[config.mk]
export PLATFORM = sky130hd
export DESIGN_NAME = interval_timer
export DESIGN_NICKNAME = d
export VERILOG_FILES = /design/src/rtl/interval_timer.sv
export SDC_FILE = /design/constraint.sdc
export NUM_CORES = 1
export LEC_CHECK = 0
export CAP_MARGIN = 5
export CORE_UTILIZATION = 52
export DETAILED_ROUTE_END_ITERATION = 10
export GPL_TIMING_DRIVEN = 0
export PLACE_DENSITY = 0.94
export SYNTH_ARGS = -nofsm -noshare
export SYNTH_HDL_FRONTEND = slang
export SYNTH_SLANG_ARGS = --single-unit
[constraint.sdc]
create_clock -name clk -period 3.6 [get_ports clk]
set_input_delay 0.72 -clock clk [delete_from_list [all_inputs] [get_ports clk]]
set_output_delay 0.72 -clock clk [all_outputs]
set_load 0.05 [all_outputs]
[src/rtl/interval_timer.sv]
// Interval timer: counts cycles between start and stop (or a limit timeout), holds the result until acked.
// One-cycle registered latency from sampled inputs to every output.
module interval_timer #(
  parameter int number_of_bits = 8
) (
  input  logic                      clk,
  input  logic                      reset_n,
  input  logic                      start,
  input  logic                      stop,
  input  logic [number_of_bits-1:0] limit,
  input  logic                      ack,
  output logic [number_of_bits-1:0] count_val,
  output logic                      busy,
  output logic [number_of_bits-1:0] result,
  output logic                      result_valid,
  output logic                      timeout
);

  typedef enum logic [1:0] {IDLE, RUN, HOLD} state_t;

  localparam logic [number_of_bits-1:0] ALL_ONES = '1;
  localparam logic [number_of_bits:0]   INC_ONE  = {{number_of_bits{1'b0}}, 1'b1};

  state_t                    state;
  state_t                    state_next;
  logic [number_of_bits-1:0] eff_limit;
  logic [number_of_bits:0]   count_inc;
  logic                      limit_hit;
  logic                      capture;

  // One extra bit so the all-ones limit compares without wrapping.
  always_comb begin
    eff_limit  = (limit == '0) ? ALL_ONES : limit;
    count_inc  = {1'b0, count_val} + INC_ONE;
    limit_hit  = (count_inc == {1'b0, eff_limit});
    capture    = (state == RUN) && (stop || limit_hit);
    state_next = state;
    case (state)
      IDLE:    if (start) state_next = RUN;
      RUN:     if (capture) state_next = HOLD;
      HOLD:    if (ack) state_next = IDLE;
      default: state_next = IDLE;
    endcase
  end

  always_ff @(posedge clk) begin
    if (!reset_n) state <= IDLE;
    else          state <= state_next;
  end

  always_ff @(posedge clk) begin
    if (!reset_n) begin
      count_val    <= '0;
      busy         <= 1'b0;
      result       <= '0;
      result_valid <= 1'b0;
      timeout      <= 1'b0;
    end else begin
      busy <= (state_next == RUN);
      case (state)
        IDLE: if (start) count_val <= '0;
        RUN: begin
          if (capture) begin
            count_val    <= count_inc[number_of_bits-1:0];
            result       <= count_inc[number_of_bits-1:0];
            result_valid <= 1'b1;
            timeout      <= limit_hit && !stop;
          end else if (!count_inc[number_of_bits]) begin
            // Saturate rather than wrap if limit was lowered below the count mid-run.
            count_val <= count_inc[number_of_bits-1:0];
          end
        end
        HOLD: begin
          if (ack) begin
            result_valid <= 1'b0;
            count_val    <= '0;
          end
        end
        default: ;
      endcase
    end
  end

endmodule

After elaboration in Yosys (flattened, before gate mapping)
Cells that the tools add are included.
{"block": "word_totals", "register_bits": 21, "inputBits": 13}
{"block": "op_classes", "add_sub_neg": 1, "n_eq_ne": 8, "n_mux": 13, "reduce_logical": 11}
{"cell": "$mux 8", "count": 5}
{"cell": "$pmux 8 s3", "count": 1}
{"cell": "$add 8x1->9 const B", "count": 1}
{"cell": "$eq 9x8->1", "count": 1}
{"cell": "$logic_not 8->1", "count": 1}
{"cell": "$mux 2", "count": 3}
{"cell": "$ne 2x2->1 const B", "count": 3}
{"cell": "$pmux 2 s3", "count": 1}
{"cell": "$eq 2x1->1 const B", "count": 2}
{"cell": "$reduce_and 4->1", "count": 1}
{"cell": "$ne 3x3->1 const B", "count": 1}
{"cell": "$reduce_and 3->1", "count": 1}
{"cell": "$reduce_bool 3->1", "count": 1}
{"cell": "$eq 2x2->1 const B", "count": 1}
{"cell": "$logic_and 1x1->1", "count": 2}
{"cell": "$logic_not 2->1", "count": 1}
{"cell": "$mux 1", "count": 2}
{"cell": "$pmux 1 s2", "count": 1}
{"cell": "$reduce_and 2->1", "count": 1}
{"cell": "$reduce_bool 2->1", "count": 1}
{"cell": "$logic_not 1->1", "count": 1}
{"cell": "$logic_or 1x1->1", "count": 1}

Depth between registers and ports, before layout
Gate-level depths: netlist of run 1.
{"block": "logic_depth", "depth_word": 8, "mapped_depth": 10, "ltp_nobuf": 8}

Least setup slack after synthesis of run 1
OpenSTA, ideal clock, no wires.
{"block": "synth_path", "kind": "reg-to-reg", "start": "register count_val[0]", "end": "register result[6]", "setup_time_ps": 72, "t_arrival_ps": 2546, "slack_ps": 983, "stages_incl_launch_ff": 11, "n_path_buf": 2, "cell_sequence": "dfxtp_1 ha_1 buf_4 xor2_1 or3_1 o32ai_2 o2111a_1 nand4_2 a21oi_2 buf_6 mux2i_1"}
{"block": "synth_via", "elab_chain_len": 5}
{"item": "from (decl)", "line_no": "12", "text": "output logic [number_of_bits-1:0] count_val,"}
{"item": "from (signal assigned)", "line_no": "64", "text": "count_val <= count_inc[number_of_bits-1:0];"}
{"item": "from (signal assigned)", "line_no": "70", "text": "count_val <= count_inc[number_of_bits-1:0];"}
{"item": "$add 8x1->9 (*)", "line_no": "34", "text": "count_inc = {1'b0, count_val} + INC_ONE;"}
{"item": "$eq 9x8->1", "line_no": "35", "text": "limit_hit = (count_inc == {1'b0, eff_limit});"}
{"item": "$logic_or 1x1->1", "line_no": "36", "text": "capture = (state == RUN) && (stop || limit_hit);"}
{"item": "$logic_and 1x1->1", "line_no": "36"}
{"item": "$reduce_and 2->1 (no source line)"}
{"item": "to (signal assigned)", "line_no": "65", "text": "result <= count_inc[number_of_bits-1:0];"}
{"item": "to (decl)", "line_no": "14", "text": "output logic [number_of_bits-1:0] result,"}
Every way passes the cells marked *; elsewhere a longest branch is shown, timed or not.
A chain may end at the register's enable or synchronous reset.

Final worst setup path of run 1
{"block": "layout_path", "start": "input port limit[1]", "end": "register result[6]"}
{"block": "layout_via", "elab_chain_len": 6}
{"item": "from (decl)", "line_no": "10", "text": "input logic [number_of_bits-1:0] limit,"}
{"item": "$logic_not 8->1", "line_no": "33", "text": "eff_limit = (limit == '0) ? ALL_ONES : limit;"}
{"item": "$mux 8 (*)", "line_no": "33"}
{"item": "$eq 9x8->1 (*)", "line_no": "35"}
{"item": "$logic_or 1x1->1 (*)", "line_no": "36"}
{"item": "$logic_and 1x1->1 (*)", "line_no": "36"}
{"item": "$reduce_and 2->1 (no source line) (*)"}
Marked as above.

==> results.cfg, run 1 <==
[global_route]
grt_overflow_total = 0
grt_first_pass_wirelength_mm = 5.02
grt_antenna_before_repair = 0
globalRouteTotalUtil = 0.250
grt_pass1_vias = 1172
grt_start_max_net_pins = 14

[floorplan]
design.core.area_sq_um = 2300
die_y_um = 52.2
die_width_um = 52.2
io_pins = 32
initial_standard_cell_utilization_of_the_core = 0.570
design.die.area_sq_um = 2720
fp-row-count = 17

[drt]
totalWireLength_mm = 3.18
detail_route.vias_per_cell = 5.88
detailedRoute.firstIterationViolations = 30
drc = 0
drt-pass1-iter-count = 5
detailroute.via_count = 1281
avgRoutedWirePerCell_um = 14.6
drt.antenna.violating_nets = 0

[critical_path]
r2r-end = result[6]
reg2reg_setup_slack_ps = 950
setup.worst_path.end_class = flop
crit_path_start = limit[1]
ff2ff_path_depth = 10
crit_arrival_ps = 2960
setup_cp_type = input pin to flop
worstPathMaxFanout = 10
startpoint_type = input pin
worst_ep_required_time_ps = 3840
reg2reg_from = count_val[0]

[sta]
worst_pin_slew_ps = 503
slew_headroom = 0.663
setup_total_negative_slack_ps = 0
final-setup-viol-count = 0
final_period_minus_worst_setup_slack_ps = 2720
min_period_over_period = 0.757
setup_repair_after_global_routing_missed_its_margin = false
worst_hold_margin_ps = 470
fin_skew_ps = 8.89
achievable-frequency_ghz = 0.367
finalMaxSlewViolations = 0
hold_viol_final = 0

[placement]
routabilityCongestion = 0.901
post-place-cells = 214
io_buffers = 30
dp.final_hpwl_mm = 2.41

[clock_network]
cts_made_buffers = 3
clock_path_buffers = 2
cts_tree = done
post_cts.repair.setup_buffers = 0
clk_pin_slew_ps = 130
tritoncts_num_sinks = 21
cts-resized-gates = 0
ctsHoldBuffers = 0
cts_root_buf = sky130_fd_sc_hd__clkbuf_4
htree_levels = 1
clkLatencyLatePin_ps = 300

[final_layout]
area_growth_synth_to_finish_pct = 27.9
core_occupancy_in_the_finished_layout = 0.729
final_cell_count_no_fill = 218
final_layout_size_suffix_gt1_frac = 0.137
finish.net_count = 205
antennaDiodeCount = 0

[job]
timing.max_cap.violations = 0

[synthesis]
synthesis.instances = 156
syn_avg_cell_area_sq_um = 8.40
mappedNetlistNets = 170
synthesis.area_sq_um = 1310
yosysWarningCount = 0
number_of_synthesized_flops_with_an_enable_pin = 0
async_reset_ff_frac = 0
postSynthRegisterBits = 21
postSynth.topFlopCell = sky130_fd_sc_hd__dfxtp_1
synth.yosys.seq_area_share = 0.321
netlist-cell-type-count = 50

[power]
worst_ir_drop_vdd_v = 0.000269
p_leak_nw = 0.604
power_per_standard_cell_area_nw_per_um2 = 272

[worst_hold_path]
worst_hold_startpoint = result[5]
hold_path_end = result[5]
worstHoldPathCells = 2
min-delay-path-class = flop to flop

[outcome]
outcome = finished clean
[per-stage QoR]
stage | setup WS [ps] | area, sq um | total power, mW
6_report | 876 | 1680 | 0.456
5_1_grt | 753 | 1680 | 0.474
4_1_cts | 926 | 1680 | 0.457
3_5_place_dp | 607 | 1650 | 0.342
3_3_place_gp | 720 | 1650 | 0.339
2_1_floorplan | 983 | 1310 | 0.307
[layer usage]
layer  part of all wire  vias to the layer above  track usage
met3              0.049                        9       0.0435
met1               0.44                      603        0.306
met4              0.020                        0        0.114
met5                  0                        -            0
li1                   -                      623            -
met2               0.49                       46        0.423
[report_power, final]
group | switching, mW | total, mW | internal, mW
combinational | 0.0532 | 0.0939 | 0.0408
sequential | 0.00651 | 0.245 | 0.238
clock | 0.0752 | 0.117 | 0.0423
total | 0.135 | 0.456 | 0.321
[synth_stat cells, drive strengths merged (2+ instances only)]
cell / number / area, sq um
mux2i: 8 / 80.1
o21ai: 10 / 50.0
buf: 7 / 58.8
inv: 3 / 11.3
xor2: 4 / 35.0
nor2: 7 / 26.3
xnor2: 2 / 17.5
a21oi: 7 / 38.8
or3: 4 / 26.3
nor2b: 7 / 43.8
nand2: 25 / 93.8
o21a: 3 / 22.5
clkbuf: 3 / 11.3
nand2b: 2 / 12.5
a21o: 3 / 22.5
nor4: 3 / 31.3
a31oi: 2 / 12.5
nor3: 3 / 20.0
and2: 4 / 26.3
dfxtp: 21 / 420
o31ai: 2 / 15.0
nor3b: 5 / 37.5
nand3: 3 / 20.0
[how the worst max path moves through the flow]
stage / endpoint / cells after the start
6_report: result[6] / 9
5_1_grt: result[6] / 9
2_1_floorplan: result[6] / 10
4_1_cts: result[0] / 9
3_3_place_gp: result[0] / 9
3_5_place_dp: result[0] / 9
[final cells by class]
class                      count  area (sq um)
multi-input combinational    122           808
fill                         185           622
sequential                    21           420
timing repair buffer          30           300
buffer                        10          70.1
tap                           28          35.0
clock buffer                   3          22.5
inverter                       3          11.3
clock inverter                 1          7.51
[logic make-up after synthesis]
logic type,count (synthesis),share of synthesized area
buffers and inverters,13,0.0621
flip-flops,21,0.321
adder cells (fa/ha/maj),1,0.00955
AND/OR/NAND/NOR,69,0.302
AO/OA/AOI/OAI,38,0.204
multiplexers,8,0.0611
XOR/XNOR,6,0.0401
[flip-flops by register name (all words and copies together), names as in the netlist]
| name | cells |
|---|---|
| busy | 1 |
| count_val | 8 |
| result | 8 |
| result_valid | 1 |
| state | 2 |
| timeout | 1 |
[worst max-delay path: stages]
cell	delay, ps
sky130_fd_sc_hd__clkdlybuf4s50_1	480
sky130_fd_sc_hd__nor4_2	460
sky130_fd_sc_hd__nand2_1	190
sky130_fd_sc_hd__a22o_2	260
sky130_fd_sc_hd__o41ai_1	70
sky130_fd_sc_hd__nand4_2	200
sky130_fd_sc_hd__a21oi_2	190
sky130_fd_sc_hd__buf_6	170
sky130_fd_sc_hd__mux2i_1	210
[layout by cell type (no fill, tap or decap), types with 3 or more instances in the layout]
cell type | synthesis | routed
sky130_fd_sc_hd__nor2_1 | 7 | 7
sky130_fd_sc_hd__xor2_1 | 4 | 4
sky130_fd_sc_hd__o21a_1 | 3 | 3
sky130_fd_sc_hd__clkbuf_1 | 3 | 3
sky130_fd_sc_hd__o21ai_0 | 9 | 9
sky130_fd_sc_hd__and2_1 | 3 | 3
sky130_fd_sc_hd__inv_1 | 3 | 3
sky130_fd_sc_hd__nand2_1 | 25 | 25
sky130_fd_sc_hd__a21o_1 | 3 | 3
sky130_fd_sc_hd__dfxtp_1 | 21 | 21
sky130_fd_sc_hd__nor3b_1 | 5 | 5
sky130_fd_sc_hd__mux2i_1 | 8 | 8
sky130_fd_sc_hd__clkbuf_4 | 0 | 3
sky130_fd_sc_hd__nor2b_1 | 7 | 7
sky130_fd_sc_hd__clkdlybuf4s50_1 | 0 | 30
sky130_fd_sc_hd__buf_6 | 3 | 3
sky130_fd_sc_hd__a21oi_1 | 6 | 6
sky130_fd_sc_hd__or3_1 | 3 | 3
Power figures use the tool's default switching activity.
==> run 2: changes to the inputs <==
CORE_UTILIZATION = 44   (was 52)
PLACE_DENSITY = 0.86   (was 0.94)
clock period = 2.5 ns   (was 3.6 ns; I/O delays follow)
==> run 2 against run 1 <==
Compared with the run above:
- first-iteration DRC count grew 37%
- sequential cell count stayed put
- combinational power increased by 58%
- non-clock buffer count increased by 2
- core utilization is 9.5 points lower
- critical path type unchanged
- largest power group unchanged
==> results.cfg, run 2 (synthesis gave the netlist of run 1 again) <==
[sta]
hold_viol_final = 0
min_period_over_period = 0.971
setup_total_negative_slack_ps = 0
worst_pin_slew_ps = 505
fin_skew_ps = 7.08
finalMaxSlewViolations = 0
final-setup-viol-count = 0
achievable-frequency_ghz = 0.412
final_period_minus_worst_setup_slack_ps = 2430
worst_hold_margin_ps = 468
layout_setup_ws_ps = 73.2
slew_headroom = 0.662

[critical_path]
timing.critical_path.buf_inv = 2
crit_arrival_ps = 2670
slowest_delay_ps = 500
startpoint_type = input pin
setup.worst_path.end_class = flop
reg2reg_setup_slack_ps = 140
slowest_stage = sky130_fd_sc_hd__clkdlybuf4s50_1
worstPathMaxFanout = 6
setup_cp_type = input pin to flop
worst_ep_required_time_ps = 2740
crit_family = simple AND/OR/NAND/NOR gates
crit_chain = clkdlybuf4s50_1, nor4_4, and2_4, nor2_1, xor2_1, nand4_4, a21oi_4, buf_6, mux2i_1

[floorplan]
design.core.area_sq_um = 2780
design.die.area_sq_um = 3200
fp-row-count = 19
die_width_um = 56.6
die_y_um = 56.6
initial_standard_cell_utilization_of_the_core = 0.471
io_pins = 32

[drt]
avgRoutedWirePerCell_um = 14.5
totalWireLength_mm = 3.22
drt.antenna.violating_nets = 0
detailedRoute.firstIterationViolations = 41
detailroute.via_count = 1293
drc = 0
detail_route.vias_per_cell = 5.80
drt-pass1-iter-count = 4

[job]
timing.max_cap.violations = 0

[final_layout]
most-common-layout-cells = sky130_fd_sc_hd__clkdlybuf4s50_1 (30), sky130_fd_sc_hd__nand2_1 (25), sky130_fd_sc_hd__dfxtp_1 (19)
antennaDiodeCount = 0
commonest_non_fill_non_tap_cell_in_the_layout = sky130_fd_sc_hd__clkdlybuf4s50_1
area_growth_synth_to_finish_pct = 34.8
registers_with_the_most_flip_flops = count_val x8, result x8, state x2
multiInputGateArea_sq_um = 871
fillerInstances = 254
finish.net_count = 207
seqCellArea_sq_um = 425
final_layout_size_suffix_gt1_frac = 0.172
layout.cell_area.non_filler_sq_um = 1770

[placement]
dpl_cell_area_sq_um = 1650
routabilityCongestion = 0.854
io_buffers = 30
place_worst_setup_slack_ps = -277
dp.final_hpwl_mm = 2.36

[global_route]
grt_start_max_net_pins = 14
grt_antenna_before_repair = 0
grt_pass1_vias = 1161
globalRouteTotalUtil = 0.203
grt_overflow_total = 0
grt_first_pass_wirelength_mm = 5.13

[clock_network]
cts_tree = done
tritoncts_num_sinks = 21
clock_path_buffers = 2
htree_levels = 1
clkLatencyLatePin_ps = 310
cts_made_buffers = 3
cts_root_buf = sky130_fd_sc_hd__clkbuf_4
ctsHoldBuffers = 0
clk_pin_slew_ps = 130

[power]
total_power_mw = 0.670
comb_power_share = 0.220
seqPwrFrac = 0.523
switchingPower_mw = 0.203
power.switching_fraction = 0.302
p_leak_nw = 0.620
power_report.internal_total_mw = 0.468
clkPwrFrac = 0.257
power_per_standard_cell_area_nw_per_um2 = 380
worst_ir_drop_vdd_v = 0.000369

[outcome]
outcome = finished clean

[worst_hold_path]
min-delay-path-class = flop to flop
run 2: worst paths after layout:
path,start,to,cells past startpoint
worst max register to register,count_val[1],result[7],9
worst min-delay path,result[3],result[3],2
worst max-delay path,limit[1],result[7],9
worst min register to register,result[3],result[3],2
run 2: layout make-up:
type,count,area share
clock inverters,1,0.00425
clock buffers,3,0.0128
multi-input cells,122,0.493
flip-flops and latches,21,0.241
inverters,3,0.00638
well taps,31,0.0220
plain buffers,9,0.0354
repair buffers,33,0.185
run 2: worst min-delay path, stage by stage (launching register included):
cell and delay, ps:
sky130_fd_sc_hd__dfxtp_1 330, sky130_fd_sc_hd__nand2_1 50, sky130_fd_sc_hd__mux2i_1 50
run 2: per-stage QoR:
step                      instances  utilization
after floorplan                 156            -
after global placement          217        0.594
after detailed placement        217        0.594
after CTS                       223        0.611
after global routing            223        0.635
final                           223        0.635
run 2: power by group through the flow:
stage | Clock [mW] | Sequential, mW | Combinational [mW]
floorplan | 0 | 0.379 | 0.0633
global placement | 0 | 0.359 | 0.130
detailed placement | 0 | 0.360 | 0.133
CTS | 0.175 | 0.350 | 0.139
global route | 0.187 | 0.352 | 0.158
finish | 0.172 | 0.351 | 0.148
run 2: per-layer routing:
metal  vias to the layer above  share of wire  global-route usage
li1                        626              -                   -
met1                       613           0.44               0.261
met2                        49           0.49               0.341
met3                         5          0.063              0.0323
met4                         0          0.011              0.0697
met5                         -              0                   0
run 2: what timing repair did:
item	4_1_cts	5_1_grt
setup buffers	1	1
endpoints found under the hold margin	0	0
gates cloned	1	0
endpoints found under the setup margin	3	9
resized for setup	2	10
pin swaps	3	4
==> run 3: changes to the inputs <==
CAP_MARGIN = not set   (was 5)
REMOVE_ABC_BUFFERS = 1   (was not set)
==> run 3 against run 2 <==
Compared with the run above:
- power increased by 0.72%
- register-to-register slack got worse by 40 ps
- core utilization is 1.2 points lower
- final cell count fell by 3.6%
- final area decreased by 1.9%
- first-iteration DRC count is 37% lower
- critical path type unchanged
- critical path depth decreased by 1
- sequential share of layout area rose by 0.69 points
- die area unchanged
- largest power group unchanged
- critical endpoint is now result[6]
==> results.cfg, run 3 (synthesis gave the netlist of run 1 again) <==
[power]
total_power_mw = 0.675
worst_ir_drop_vdd_v = 0.000359
p_leak_nw = 0.594
power_per_standard_cell_area_nw_per_um2 = 390

[placement]
dpl_cell_area_sq_um = 1590
io_buffers = 31
routabilityCongestion = 0.887
dp.final_hpwl_mm = 2.21

[global_route]
globalRouteTotalUtil = 0.201
grt_pass1_vias = 1157
grt_start_max_net_pins = 30
grt_first_pass_wirelength_mm = 5.18
grt_antenna_before_repair = 0
grt_overflow_total = 0

[clock_network]
cts_tree = done
cts_made_buffers = 3
cts_root_buf = sky130_fd_sc_hd__clkbuf_4
clkLatencyLatePin_ps = 320
clock_path_buffers = 2
clk_pin_slew_ps = 120
tritoncts_num_sinks = 21
htree_levels = 1

[critical_path]
slowest_stage = sky130_fd_sc_hd__clkdlybuf4s50_1
worst_ep_required_time_ps = 2740
worstPathMaxFanout = 10
setup_cp_type = input pin to flop
crit_arrival_ps = 2670
timing.critical_path.buf_inv = 2
crit_chain = clkdlybuf4s50_1, or3_1, o32ai_2, o2111a_1, nand4_4, a21oi_4, buf_12, mux2i_1
slowest_delay_ps = 500
startpoint_type = input pin
crit_family = compound AO/OA/AOI/OAI gates
setup.worst_path.end_class = flop

[floorplan]
fp-row-count = 19
io_pins = 32
initial_standard_cell_utilization_of_the_core = 0.471
design.core.area_sq_um = 2780
die_y_um = 56.6
design.die.area_sq_um = 3200
die_width_um = 56.6

[final_layout]
core_occupancy_in_the_finished_layout = 0.623
commonest_non_fill_non_tap_cell_in_the_layout = sky130_fd_sc_hd__clkdlybuf4s50_1
finish.net_count = 199
area_growth_synth_to_finish_pct = 32.2
final_layout_size_suffix_gt1_frac = 0.163
most-common-layout-cells = sky130_fd_sc_hd__clkdlybuf4s50_1 (31), sky130_fd_sc_hd__nand2_1 (25), sky130_fd_sc_hd__dfxtp_1 (16)
layout.cell_area.non_filler_sq_um = 1730
registers_with_the_most_flip_flops = count_val x8, result x8, state x2
antennaDiodeCount = 0

[drt]
drc = 0
detailroute.via_count = 1256
detail_route.vias_per_cell = 5.84
drt-pass1-iter-count = 5
detailedRoute.firstIterationViolations = 26
avgRoutedWirePerCell_um = 14.7
drt.antenna.violating_nets = 0
totalWireLength_mm = 3.16

[sta]
achievable-frequency_ghz = 0.412
final-setup-viol-count = 0
slew_headroom = 0.431
worst_hold_margin_ps = 466
worst_pin_slew_ps = 851
final_period_minus_worst_setup_slack_ps = 2430
hold_viol_final = 0
setup_total_negative_slack_ps = 0
finalMaxSlewViolations = 0
min_period_over_period = 0.971
fin_skew_ps = 11.3

[worst_hold_path]
min-delay-path-class = flop to flop

[outcome]
outcome = finished clean

[job]
timing.max_cap.violations = 0
run 3: cell count changes in the layout (fill, tap and decap cells not counted), sizes merged:
cell / previous run / this run
clkdlybuf4s50: 30 / 31
clkbuf: 6 / 3
buf: 9 / 3
run 3: cell type report:
| class | count | area, sq um |
|---|---|---|
| Multi-Input combinational cell | 122 | 877 |
| Clock inverter | 1 | 7.51 |
| Fill cell | 234 | 1050 |
| Tap cell | 31 | 38.8 |
| Timing Repair Buffer | 34 | 345 |
| Sequential cell | 21 | 429 |
| Inverter | 3 | 11.3 |
| Clock buffer | 3 | 22.5 |
run 3: power by group:
| group | internal, mW | switching (mW) |
|---|---|---|
| combinational | 0.0649 | 0.0839 |
| sequential | 0.342 | 0.00832 |
| clock | 0.0612 | 0.114 |
| total | 0.469 | 0.206 |
run 3: final timing paths:
path	depth (start not counted)	slack [ps]	startpoint	end
setup / recovery	8	70	limit[2]	result[6]
hold / removal	2	470	result[5]	result[5]
setup reg to reg	9	100	count_val[1]	result[6]
hold reg to reg	2	470	result[5]	result[5]
run 3: stage by stage:
stage          setup WS, ps  cells
6_report               73.3    215
5_1_grt               -24.4    215
4_1_cts                9.78    213
3_5_place_dp           -520    208
3_3_place_gp           -417    208
2_1_floorplan          -371    146
run 3: tightest hold or removal path, delay by kind of cell, from the launching register on:
| family | cells | cell delay (ps) |
|---|---|---|
| AND/OR/NAND/NOR | 1 | 50 |
| flip-flops | 1 | 330 |
| multiplexers | 1 | 50 |
run 3: per-layer routing:
metal,track usage,part of all wire
met5,0,0
met4,0.0697,0.018
met3,0.0230,0.054
met2,0.326,0.48
met1,0.275,0.45
run 3: repair_timing:
item                       4_1_cts  5_1_grt
pin swaps                        1        1
hold buffers                     0        0
resized for setup                4       12
setup endpoints to repair       18       19
hold endpoints to repair         0        0
buffers inserted                 1        2
